File: src/rtl/modinv_3259.sv
// GF(3259) inverter: a^(Q-2) mod Q by left-to-right square-and-multiply.
// Fixed 19-cycle latency, valid/ready on both sides.
module modinv_3259 #(
  parameter int Q     = 3259,
  parameter int WIDTH = 12
) (
  input  logic             clk,
  input  logic             rst,
  input  logic             in_valid,
  output logic             in_ready,
  input  logic [WIDTH-1:0] din_a,
  output logic             out_valid,
  input  logic             out_ready,
  output logic [WIDTH-1:0] dout_r,
  output logic             zero_err
);

  localparam int PW = 2 * WIDTH;
  localparam int MW = WIDTH + 1;
  localparam int RW = WIDTH + 2;
  localparam int IW = $clog2(WIDTH);

  localparam logic [WIDTH-1:0] QW  = WIDTH'(Q);
  localparam logic [WIDTH-1:0] EXP = WIDTH'(Q - 2);
  localparam logic [PW-1:0]    QP  = PW'(Q);
  localparam logic [RW-1:0]    QR  = RW'(Q);
  localparam logic [IW-1:0]    TOP = IW'(WIDTH - 1);
  localparam logic [PW+MW-1:0] MU  =
    (PW+MW)'((longint'(1) << PW) / longint'(Q));

  typedef enum logic [1:0] {
    IDLE,
    SQR,
    MUL,
    DONE
  } state_t;

  state_t           state;
  state_t           state_n;
  logic [WIDTH-1:0] a_reg;
  logic [WIDTH-1:0] acc;
  logic [IW-1:0]    idx;

  logic             accept;
  logic             step;
  logic             dec;
  logic             last;

  logic [WIDTH-1:0] a_red;
  logic [WIDTH-1:0] mul_b;
  logic [PW-1:0]    prod;
  logic [PW+MW-1:0] pm;
  logic [MW-1:0]    t;
  logic [PW-1:0]    tq;
  logic [RW-1:0]    r0;
  logic [RW-1:0]    r1;
  logic [RW-1:0]    r2;
  logic [WIDTH-1:0] red;

  // 4095 < 2Q, so one subtract canonicalises the operand
  assign a_red = (din_a >= QW) ? din_a - QW : din_a;

  assign mul_b = (state == MUL) ? a_reg : acc;
  assign prod  = PW'(acc) * PW'(mul_b);

  // Barrett: quotient estimate is short by at most 2, remainder < 3Q
  assign pm  = (PW+MW)'(prod) * MU;
  assign t   = MW'(pm >> PW);
  assign tq  = PW'(t) * QP;
  assign r0  = RW'(prod - tq);
  assign r1  = (r0 >= QR) ? r0 - QR : r0;
  assign r2  = (r1 >= QR) ? r1 - QR : r1;
  assign red = WIDTH'(r2);

  always_comb begin
    state_n   = state;
    in_ready  = 1'b0;
    out_valid = 1'b0;
    accept    = 1'b0;
    step      = 1'b0;
    dec       = 1'b0;
    last      = 1'b0;
    unique case (state)
      IDLE: begin
        in_ready = 1'b1;
        if (in_valid) begin
          accept  = 1'b1;
          state_n = SQR;
        end
      end
      SQR: begin
        step = 1'b1;
        if (EXP[idx]) begin
          state_n = MUL;
        end else if (idx == '0) begin
          last    = 1'b1;
          state_n = DONE;
        end else begin
          dec = 1'b1;
        end
      end
      MUL: begin
        step = 1'b1;
        if (idx == '0) begin
          last    = 1'b1;
          state_n = DONE;
        end else begin
          dec     = 1'b1;
          state_n = SQR;
        end
      end
      DONE: begin
        out_valid = 1'b1;
        if (out_ready) state_n = IDLE;
      end
      default: state_n = IDLE;
    endcase
  end

  always_ff @(posedge clk) begin
    if (rst) begin
      state    <= IDLE;
      a_reg    <= '0;
      acc      <= WIDTH'(1);
      idx      <= TOP;
      dout_r   <= '0;
      zero_err <= 1'b0;
    end else begin
      state <= state_n;
      if (accept) begin
        a_reg    <= a_red;
        acc      <= WIDTH'(1);
        idx      <= TOP;
        zero_err <= (a_red == '0);
      end else if (step) begin
        acc <= red;
        if (dec) idx <= idx - IW'(1);
        if (last) dout_r <= red;
      end
    end
  end

endmodule

File: config.mk
export PLATFORM = sky130hd
export DESIGN_NAME = modinv_3259
export DESIGN_NICKNAME = d
export VERILOG_FILES = /design/src/rtl/modinv_3259.sv
export SDC_FILE = /design/constraint.sdc
export NUM_CORES = 1
export LEC_CHECK = 0
export BUFFER_PORTS_ARGS = -buffer_cell sky130_fd_sc_hd__buf_4
export CAP_MARGIN = 10
export CORE_MARGIN = 2
export CORE_UTILIZATION = 72
export DETAILED_ROUTE_END_ITERATION = 12
export GPL_ROUTABILITY_DRIVEN = 0
export PLACE_DENSITY = 0.87
export SLEW_MARGIN = 20
export SYNTH_ARGS = -nofsm -noshare
export SYNTH_HDL_FRONTEND = slang
export SYNTH_SLANG_ARGS = --single-unit
export TNS_END_PERCENT = 100
File: constraint.sdc
create_clock -name clk -period 32.6 [get_ports clk]
set_input_delay 6.52 -clock clk [delete_from_list [all_inputs] [get_ports clk]]
set_output_delay 6.52 -clock clk [all_outputs]
set_load 0.03 [all_outputs]
Word level (Yosys, flattened, before mapping)

Memories as Yosys holds them, arrays and structs flattened. A register that Yosys moved wholly into a read port is not among the register bits.
Index checks and enable logic that the tools add are counted.

Output and inout port bits: 15
Logic and storage cells: 58
Flip-flop bits (word level): 43
Memories: 1
Memory bits (read-only): 16
Input bits: 16

Reductions and logical operators: 8
Mux-type cells: 24
Bitwise gates (word level): 1
Equality and inequality tests: 6
Add/sub/neg operators: 5
$mul: 3
Order comparisons: 4

Memory list:

| name            | depth | bits a word | read ports | clocked after memory_dff | write ports | RTL line | source |
|---|---|---|---|---|---|---|---|
| (no name shown) | 16    | 1           | 1          | 1                        | 0           | 93       | `if (EXP[idx]) begin` |

Operators by type and width:

| operator                                                    | number |
|---|---|
| multiplier 24 x 13 -> 37 bit (second input constant)        | 1 |
| two-way mux 12 bit                                          | 3 |
| >= comparator 14 x 12 -> 1 bit (second input constant)      | 2 |
| multiplier 12 x 12 -> 24 bit                                | 1 |
| subtractor 12 bit (second input constant)                   | 2 |
| multiplier 13 x 12 -> 14 bit (second input constant)        | 1 |
| two-way mux 14 bit                                          | 1 |
| subtractor 14 x 12 -> 14 bit (second input constant)        | 1 |
| subtractor 14 bit                                           | 1 |
| >= comparator 12 bit (second input constant)                | 1 |
| zero test 12 bit                                            | 1 |
| two-way mux 1 bit                                           | 10 |
| two-way mux 2 bit                                           | 5 |
| two-way mux 4 bit                                           | 2 |
| one-hot mux 2 bit (4 select lines)                          | 1 |
| AND reduction 3 bit                                         | 2 |
| less-than comparator 4 x 5 -> 1 bit (second input constant) | 1 |
| equality test 2 bit (second input constant)                 | 2 |
| zero test 4 bit                                             | 1 |
| != test 2 bit (second input constant)                       | 2 |
| one-hot mux 1 bit (2 select lines)                          | 2 |
| OR reduction 2 bit                                          | 2 |
| subtractor 4 x 1 -> 4 bit (second input constant)           | 1 |
| != test 3 bit (second input constant)                       | 1 |
| other kinds (4)                                             | 4 |

Logic depth before layout (Yosys ltp)

Gate-level depths: netlist of run 1.

Word-level depth: 10
Mapped depth: 74
Mapped depth without buffers: 70

Worst setup path after synthesis of run 1

OpenSTA, ideal clock, no wires.

Kind: reg2reg
Start point: register state[0]
End point: register dout_r[1]
Library setup time: 103 ps
Stages on the path, launching flop included: 71
Path buffers: 3
Arrival time: 16458 ps
Path slack: 16039 ps
Period minus slack after synthesis: 16561 ps
Data required time: 32497 ps
Cell sequence: dfxtp_1 > inv_1 > ha_1 > clkbuf_1 > mux2_2 > clkbuf_1 > nand2_1 > fa_1 > inv_1 > fa_1 > inv_1 > fa_1 > inv_1 > fa_1 > inv_1 > fa_1 > inv_1 > ha_1 > [... 35 more ...] > fa_1 > inv_1 > ha_1 > and4_1 > a211oi_1 > o21ai_1 > a21o_1 > a21o_1 > xor2_1 > nor3_1 > o21ai_1 > o21ai_4 > a31oi_4 > o31ai_4 > nand2_4 > and3_4 > o211a_1 > a2111oi_2

Word-level cells in the longest chain between the ends: 10

Ends and longest elaborated chain:

| element                                                                               | RTL line | source |
|---|---|---|
| from (decl)                                                                           | 38       | `state_t state;` |
| from (signal assigned)                                                                | 129      | `state <= state_n;` |
| equality test 2 bit                                                                   | 63, 83   |  |
| two-way mux 12 bit                                                                    | 63       | `assign mul_b = (state == MUL) ? a_reg : acc;` |
| multiplier 12 x 12 -> 24 bit                                                          | 64       | `assign prod = PW'(acc) * PW'(mul_b);` |
| multiplier 24 x 13 -> 37 bit                                                          | 67       | `assign pm = (PW+MW)'(prod) * MU;` |
| multiplier 13 x 12 -> 14 bit                                                          | 69       | `assign tq = PW'(t) * QP;` |
| subtractor 14 bit                                                                     | 70       | `assign r0 = RW'(prod - tq);` |
| subtractor 14 x 12 -> 14 bit / >= comparator 14 x 12 -> 1 bit (equally long branches) | 71       | `assign r1 = (r0 >= QR) ? r0 - QR : r0;` |
| two-way mux 14 bit                                                                    | 71       |  |
| subtractor 12 bit / >= comparator 14 x 12 -> 1 bit (equally long branches)            | 72       | `assign r2 = (r1 >= QR) ? r1 - QR : r1;` |
| two-way mux 12 bit                                                                    | 72       |  |
| to (signal assigned)                                                                  | 138      | `if (last) dout_r <= red;` |
| to (decl)                                                                             | 14       | `output logic [WIDTH-1:0] dout_r,` |

Several ways; a longest one is shown, not always the timed one.
A chain may end at the register's enable or synchronous reset.

Worst setup path in the final report of run 1

Ends and elaborated chain as after synthesis.

==> impl_metrics.csv, run 1 <==
group,metric,value,unit
clock_tree,clkSlewWorstSetupHoldPaths,0.06,ns
global_route,globalRouteOverflowTotal,0,
worst_setup_path,critPathRequiredTime,32.78,ns
detailed_routing,firstDrtPassIters,5,
worst_setup_path,endpoint,"dout_r[1]",
yosys,syn-num-nets,2163,
floorplan,coreArea,20100,um2
placed_design,dpl_worst_slack,14.32,ns
global_route,grt_max_degree,31,
detailed_routing,drt_wl_total,33700,um
sta,tns,0,ns
finish,fin_nets,2154,
clock_tree,cts_tree,"done",
sta,tightest_slew,1.05,ns
worst_setup_path,path_common_cell,"ha_1",
clock_tree,post-cts-setup-buffers,0,
global_route,grtUsageTotal,0.329,
worst_setup_path,cp_max_fo,15,
worst_setup_path,worstSetupStartpoint,"state[0]",
global_route,grt_pass1_vias,12378,
detailed_routing,ant_nets,0,
yosys,syn_inst,1676,
worst_setup_path,cp-start-kind,"flop",
detailed_routing,drc,0,
yosys,synth_cell_types,73,
yosys,seq_area_frac_synth,0.0602,
floorplan,die_x,147,um
yosys,async_flop_share,0,
finish,syn2layout_area_growth,3.94,%
global_route,grt_pass1_wl,57800,um
sta,min_period,18.57,ns
worst_setup_path,end_kind,"flop",
detailed_routing,wl_per_cell,17.4,um
yosys,ys_seq_elements,44,
worst_setup_path,timing.rr.start,"state[0]",
worst_setup_path,slowest_delay,0.72,ns
worst_setup_path,r2r_slack,14.03,ns
yosys,syn-mean-instance-area,8.73,um2
sta,relSlewSlack,0.296,
floorplan,placementRows,52,
detailed_routing,routed-via-count,11498,
finish,final_common_cell,"inv_1",
sta,min_period_over_period,0.570,
global_route,antenna_found_initial,0,
clock_tree,clk_latency,0.29,ns
sta,setup_viol,0,
hold_path,hp-class,"reg -> reg",
floorplan,boundaryPins,31,
worst_setup_path,worstPathArrival,18.75,ns
sta,rsz0062_at_grt,"false",
clock_tree,cts_made_buffers,5,
yosys,yosys_warnings,0,
detailed_routing,via_per_inst,5.93,
clock_tree,clock-sinks,44,
placed_design,dp_hpwl,28900,um
floorplan,die_height,147,um
placed_design,placed_area,15000,um2
yosys,synth-edff-count,0,
worst_setup_path,cp_slowest_cell,"nor2_1",
finish,antennaDiodeCount,0,
clock_tree,clk_path_buf_depth,2,
floorplan,die_area,21500,um2
yosys,synthFlopType,"dfxtp_1",
finish,final_cell_mix,"inv_1, ha_1, fa_1",
clock_tree,cts_hold_buf,0,
yosys,synth_area,14600,um2
worst_setup_path,worstReg2RegEnd,"dout_r[1]",
outcome,status,"finished clean",
sta,clock_skew,0.00755,ns
sta,worst_slack,14.03,ns
worst_setup_path,r2r_cells,66,
sta,report.final.slew_viol_count,0,
finish,stdcell_area,15200,um2
detailed_routing,initialDrtViolationCount,593,
placed_design,port_buffers,30,
clock_tree,cts_root_buf,"clkbuf_16",
finish,drive_above_1_share,0.0456,
worst_setup_path,worstSetupPathType,"reg -> reg",
clock_tree,cts-resized-gates,0,
sta,finalHoldViolCount,0,
job,cap_violations,0,
floorplan,initial_core_util,0.728,
sta,max_freq,53.9,MHz
clock_tree,cts_max_level,2,
==> final cells by class <==
type | instances | area [um2]
Multi-Input combinational cell | 1212 | 12200
Clock inverter | 2 | 38.8
Clock buffer | 6 | 139
Fill cell | 1418 | 4890
Tap cell | 270 | 338
Sequential cell | 44 | 881
Inverter | 373 | 1400
Timing Repair Buffer | 31 | 233
==> cell usage after synthesis, types with 6 or more instances <==
master / count / share of area
fa_1: 207 / 0.28
mux2_2: 13 / 0.010
nor3_1: 11 / 0.0038
nand3_1: 17 / 0.0058
clkbuf_1: 47 / 0.012
o21ai_0: 34 / 0.012
o22ai_1: 7 / 0.0030
nor2_1: 72 / 0.018
o21a_1: 15 / 0.0077
a211oi_1: 25 / 0.013
nand4_1: 9 / 0.0038
o21ai_1: 7 / 0.0024
xor2_1: 37 / 0.022
mux2i_1: 6 / 0.0041
a31oi_1: 8 / 0.0034
nand2b_1: 14 / 0.0060
o21bai_1: 11 / 0.0056
a21oi_1: 68 / 0.023
a21o_1: 27 / 0.014
and2_1: 57 / 0.024
inv_1: 371 / 0.095
ha_1: 264 / 0.23
nand2_1: 129 / 0.033
or3_1: 8 / 0.0034
xnor2_1: 71 / 0.042
nand3b_1: 7 / 0.0036
dfxtp_1: 44 / 0.060
==> through the flow <==
step / hold WS [ns] / cells / utilization
3_3_place_gp: 0.451 / 1930 / 0.748
6_report: 0.474 / 1938 / 0.757
4_1_cts: 0.480 / 1938 / 0.757
5_1_grt: 0.517 / 1938 / 0.757
2_1_floorplan: 0.446 / 1676 / -
3_5_place_dp: 0.462 / 1930 / 0.748
==> per-layer routing <==
metal	vias up	track usage	part of all wire
met5	-	0	0
met4	0	0.111	0.037
met3	111	0.0422	0.051
met2	386	0.580	0.50
met1	5623	0.422	0.41
li1	5378	-	-
==> worst min path at each step <==
stage / slack (ns) / cells past startpoint / startpoint / end
finish: 0.47 / 2 / zero_err / zero_err
global route: 0.52 / 2 / dout_r[9] / dout_r[9]
detailed placement: 0.46 / 2 / zero_err / zero_err
floorplan: 0.45 / 2 / a_reg[11] / a_reg[11]
CTS: 0.48 / 2 / zero_err / zero_err
global placement: 0.45 / 2 / zero_err / zero_err
==> critical path, delay by kind of cell (launching register included) <==
family	cells	cell delay [ns]
adders and majority gates	19	8.04
AOI/OAI and AO/OA	25	5.64
and+or+nand+nor	10	2.46
buffers and inverters	9	0.99
xor gates and xnor gates	3	0.96
DFF	1	0.35
==> cell families after synthesis <==
kind of cell / synth area share
AOI/OAI and AO/OA: 0.118
xor gates and xnor gates: 0.0710
adders and majority gates: 0.509
buffers and inverters: 0.108
DFF: 0.0602
muxes: 0.0149
and+or+nand+nor: 0.120
Power of run 1 is left out: the tool's default activity adds up to more than one toggle a clock period on the data nets, which glitch-free logic cannot reach.
==> run 2, diff against run 1 <==
--- a/config.mk
+++ b/config.mk
@@ -5,13 +5,14 @@
 export SDC_FILE = /design/constraint.sdc
 export NUM_CORES = 1
 export LEC_CHECK = 0
+export ABC_AREA = 1
 export BUFFER_PORTS_ARGS = -buffer_cell sky130_fd_sc_hd__buf_4
 export CAP_MARGIN = 10
 export CORE_MARGIN = 2
-export CORE_UTILIZATION = 72
+export CORE_UTILIZATION = 60
 export DETAILED_ROUTE_END_ITERATION = 12
 export GPL_ROUTABILITY_DRIVEN = 0
-export PLACE_DENSITY = 0.87
+export PLACE_DENSITY = 0.77
 export SLEW_MARGIN = 20
 export SYNTH_ARGS = -nofsm -noshare
 export SYNTH_HDL_FRONTEND = slang
==> constraint.sdc (replaced) <==
create_clock -name clk -period 16.8 [get_ports clk]
set_input_delay 3.36 -clock clk [delete_from_list [all_inputs] [get_ports clk]]
set_output_delay 3.36 -clock clk [all_outputs]
set_load 0.03 [all_outputs]
==> impl_metrics.csv, run 2 <==
group,metric,value,unit
finish,final_cell_mix,"inv_1, nand2_1, ha_1",
clock_tree,cts_made_buffers,5,
clock_tree,clkSlewWorstSetupHoldPaths,0.07,ns
finish,drive_above_1_share,0.0700,
floorplan,die_x,164,um
clock_tree,cts_tree,"done",
worst_setup_path,worstReg2RegEnd,"acc[6]",
yosys,syn-num-nets,2617,
worst_setup_path,worstSetupPathType,"reg -> reg",
finish,multiInputGateArea,12500,um2
yosys,syn-mean-instance-area,7.25,um2
sta,tns,0,ns
yosys,synth_top_cell_by_area,"fa_1",
sta,relSlewSlack,0.317,
yosys,async_flop_share,0,
floorplan,initial_core_util,0.612,
sta,setup_viol,0,
yosys,netlist_top_cells_area,"fa_1, ha_1, inv_1, nand2_1, dfxtp_1",
yosys,synthMostInstantiatedCell,"inv_1",
detailed_routing,initialDrtViolationCount,1044,
yosys,syn_inst,2130,
worst_setup_path,slowest_delay,0.69,ns
worst_setup_path,critPathRequiredTime,17.00,ns
finish,syn2layout_area_growth,7.07,%
detailed_routing,ant_nets,0,
sta,tightest_slew,1.02,ns
worst_setup_path,timing.rr.start,"acc[7]",
detailed_routing,wl_per_cell,15.3,um
job,cap_violations,0,
global_route,grt_pass1_wl,63900,um
yosys,synth-edff-count,0,
finish,final_common_cell,"inv_1",
global_route,antenna_found_initial,0,
yosys,synth_top_area_share,0.268,
finish,seqCellArea,885,um2
yosys,seq_area_frac_synth,0.0570,
worst_setup_path,worstSetupStartpoint,"acc[7]",
floorplan,die_height,164,um
detailed_routing,firstDrtPassIters,6,
finish,fin_nets,2656,
worst_setup_path,r2r_cells,76,
sta,max_freq,63.5,MHz
floorplan,boundaryPins,31,
floorplan,coreArea,25300,um2
placed_design,port_buffers,30,
global_route,globalRouteOverflowTotal,0,
detailed_routing,routed-via-count,13492,
worst_setup_path,cp_max_fo,19,
placed_design,dp_hpwl,33200,um
yosys,synth_area,15400,um2
sta,min_period_over_period,0.937,
placed_design,placed_area,16000,um2
global_route,grtUsageTotal,0.293,
global_route,grt_pass1_vias,13551,
clock_tree,clk_path_buf_depth,2,
global_route,grt_max_degree,25,
worst_setup_path,r2r_slack,1.06,ns
yosys,ys_top_cells_by_count,"inv_1, nand2_1, ha_1",
yosys,ys_seq_elements,44,
yosys,yosys_warnings,0,
sta,clock_skew,0.00868,ns
finish,antennaDiodeCount,0,
detailed_routing,via_per_inst,5.40,
clock_tree,cts_max_level,2,
finish,stdcell_area,16500,um2
worst_setup_path,cp_slowest_cell,"dfxtp_1",
sta,min_period,15.74,ns
yosys,synthFlopType,"dfxtp_1",
floorplan,placementRows,58,
clock_tree,cts_root_buf,"clkbuf_16",
clock_tree,clk_latency,0.29,ns
yosys,synth_cell_types,46,
sta,report.final.slew_viol_count,0,
detailed_routing,drc,0,
sta,finalHoldViolCount,0,
worst_setup_path,path_common_cell,"nand2_1",
worst_setup_path,end_kind,"flop",
finish,fill_cells,2191,
floorplan,die_area,27000,um2
worst_setup_path,worstPathArrival,15.94,ns
worst_setup_path,cp-start-kind,"flop",
worst_setup_path,endpoint,"acc[6]",
hold_path,hp-class,"reg -> reg",
detailed_routing,drt_wl_total,38200,um
outcome,status,"finished clean",
clock_tree,cts_hold_buf,0,
clock_tree,clock-sinks,44,
## run 2: layout make-up
class                      count  share of cell area
clock buffer                   5             0.00757
clock inverter                 3             0.00287
inverter                     567               0.129
multi-input combinational   1495               0.757
sequential                    44              0.0535
tap                          330              0.0250
timing repair buffer          56              0.0256
## run 2: per-layer routing
layer,up-vias,routed length [um],track usage
met3,111,2220,0.0334
met4,0,1420,0.0909
met2,439,17900,0.489
met5,-,0,0
li1,6524,-,-
met1,6418,16700,0.399
## run 2: how the worst min path moves through the flow
stage,start,endpoint,cells after the start
3_5_place_dp,zero_err,zero_err,1
6_report,zero_err,zero_err,1
5_1_grt,a_reg[7],a_reg[7],2
4_1_cts,a_reg[7],a_reg[7],2
3_3_place_gp,a_reg[1],a_reg[1],2
2_1_floorplan,a_reg[1],a_reg[1],2
## run 2: cells by family after synthesis
group / after synthesis / synth area share
simple gates: 768 / 0.207
buf+inv: 592 / 0.146
fa+ha+maj: 471 / 0.482
compound gates: 180 / 0.0657
xor+xnor: 74 / 0.0420
flops: 44 / 0.0570
mux: 1 / 0.000648
## run 2: what timing repair did
| item | in CTS | in global routing |
|---|---|---|
| resized for setup | 0 | 59 |
| setup endpoints to repair | 0 | 24 |
| buffers inserted | 0 | 20 |
## run 2: per-stage QoR
step / util / worst slack [ns] / instances / hold slack (ns)
after floorplan: - / 1.91 / 2130 / 0.429
after global placement: 0.634 / 0.632 / 2471 / 0.459
after detailed placement: 0.634 / 0.308 / 2471 / 0.464
after CTS: 0.641 / 0.210 / 2479 / 0.486
after global routing: 0.655 / -0.0408 / 2500 / 0.505
final: 0.655 / 1.06 / 2500 / 0.481
## run 2: critical path: cells and delay by family (launching register included)
family | cells | cell delay [ns]
and+or+nand+nor | 26 | 3.03
AOI/OAI and AO/OA | 15 | 2.18
adders and majority gates | 19 | 7.79
buffers and inverters | 14 | 1.57
xor gates and xnor gates | 2 | 0.36
DFF | 1 | 0.69
Power of run 2 is left out for the same reason.
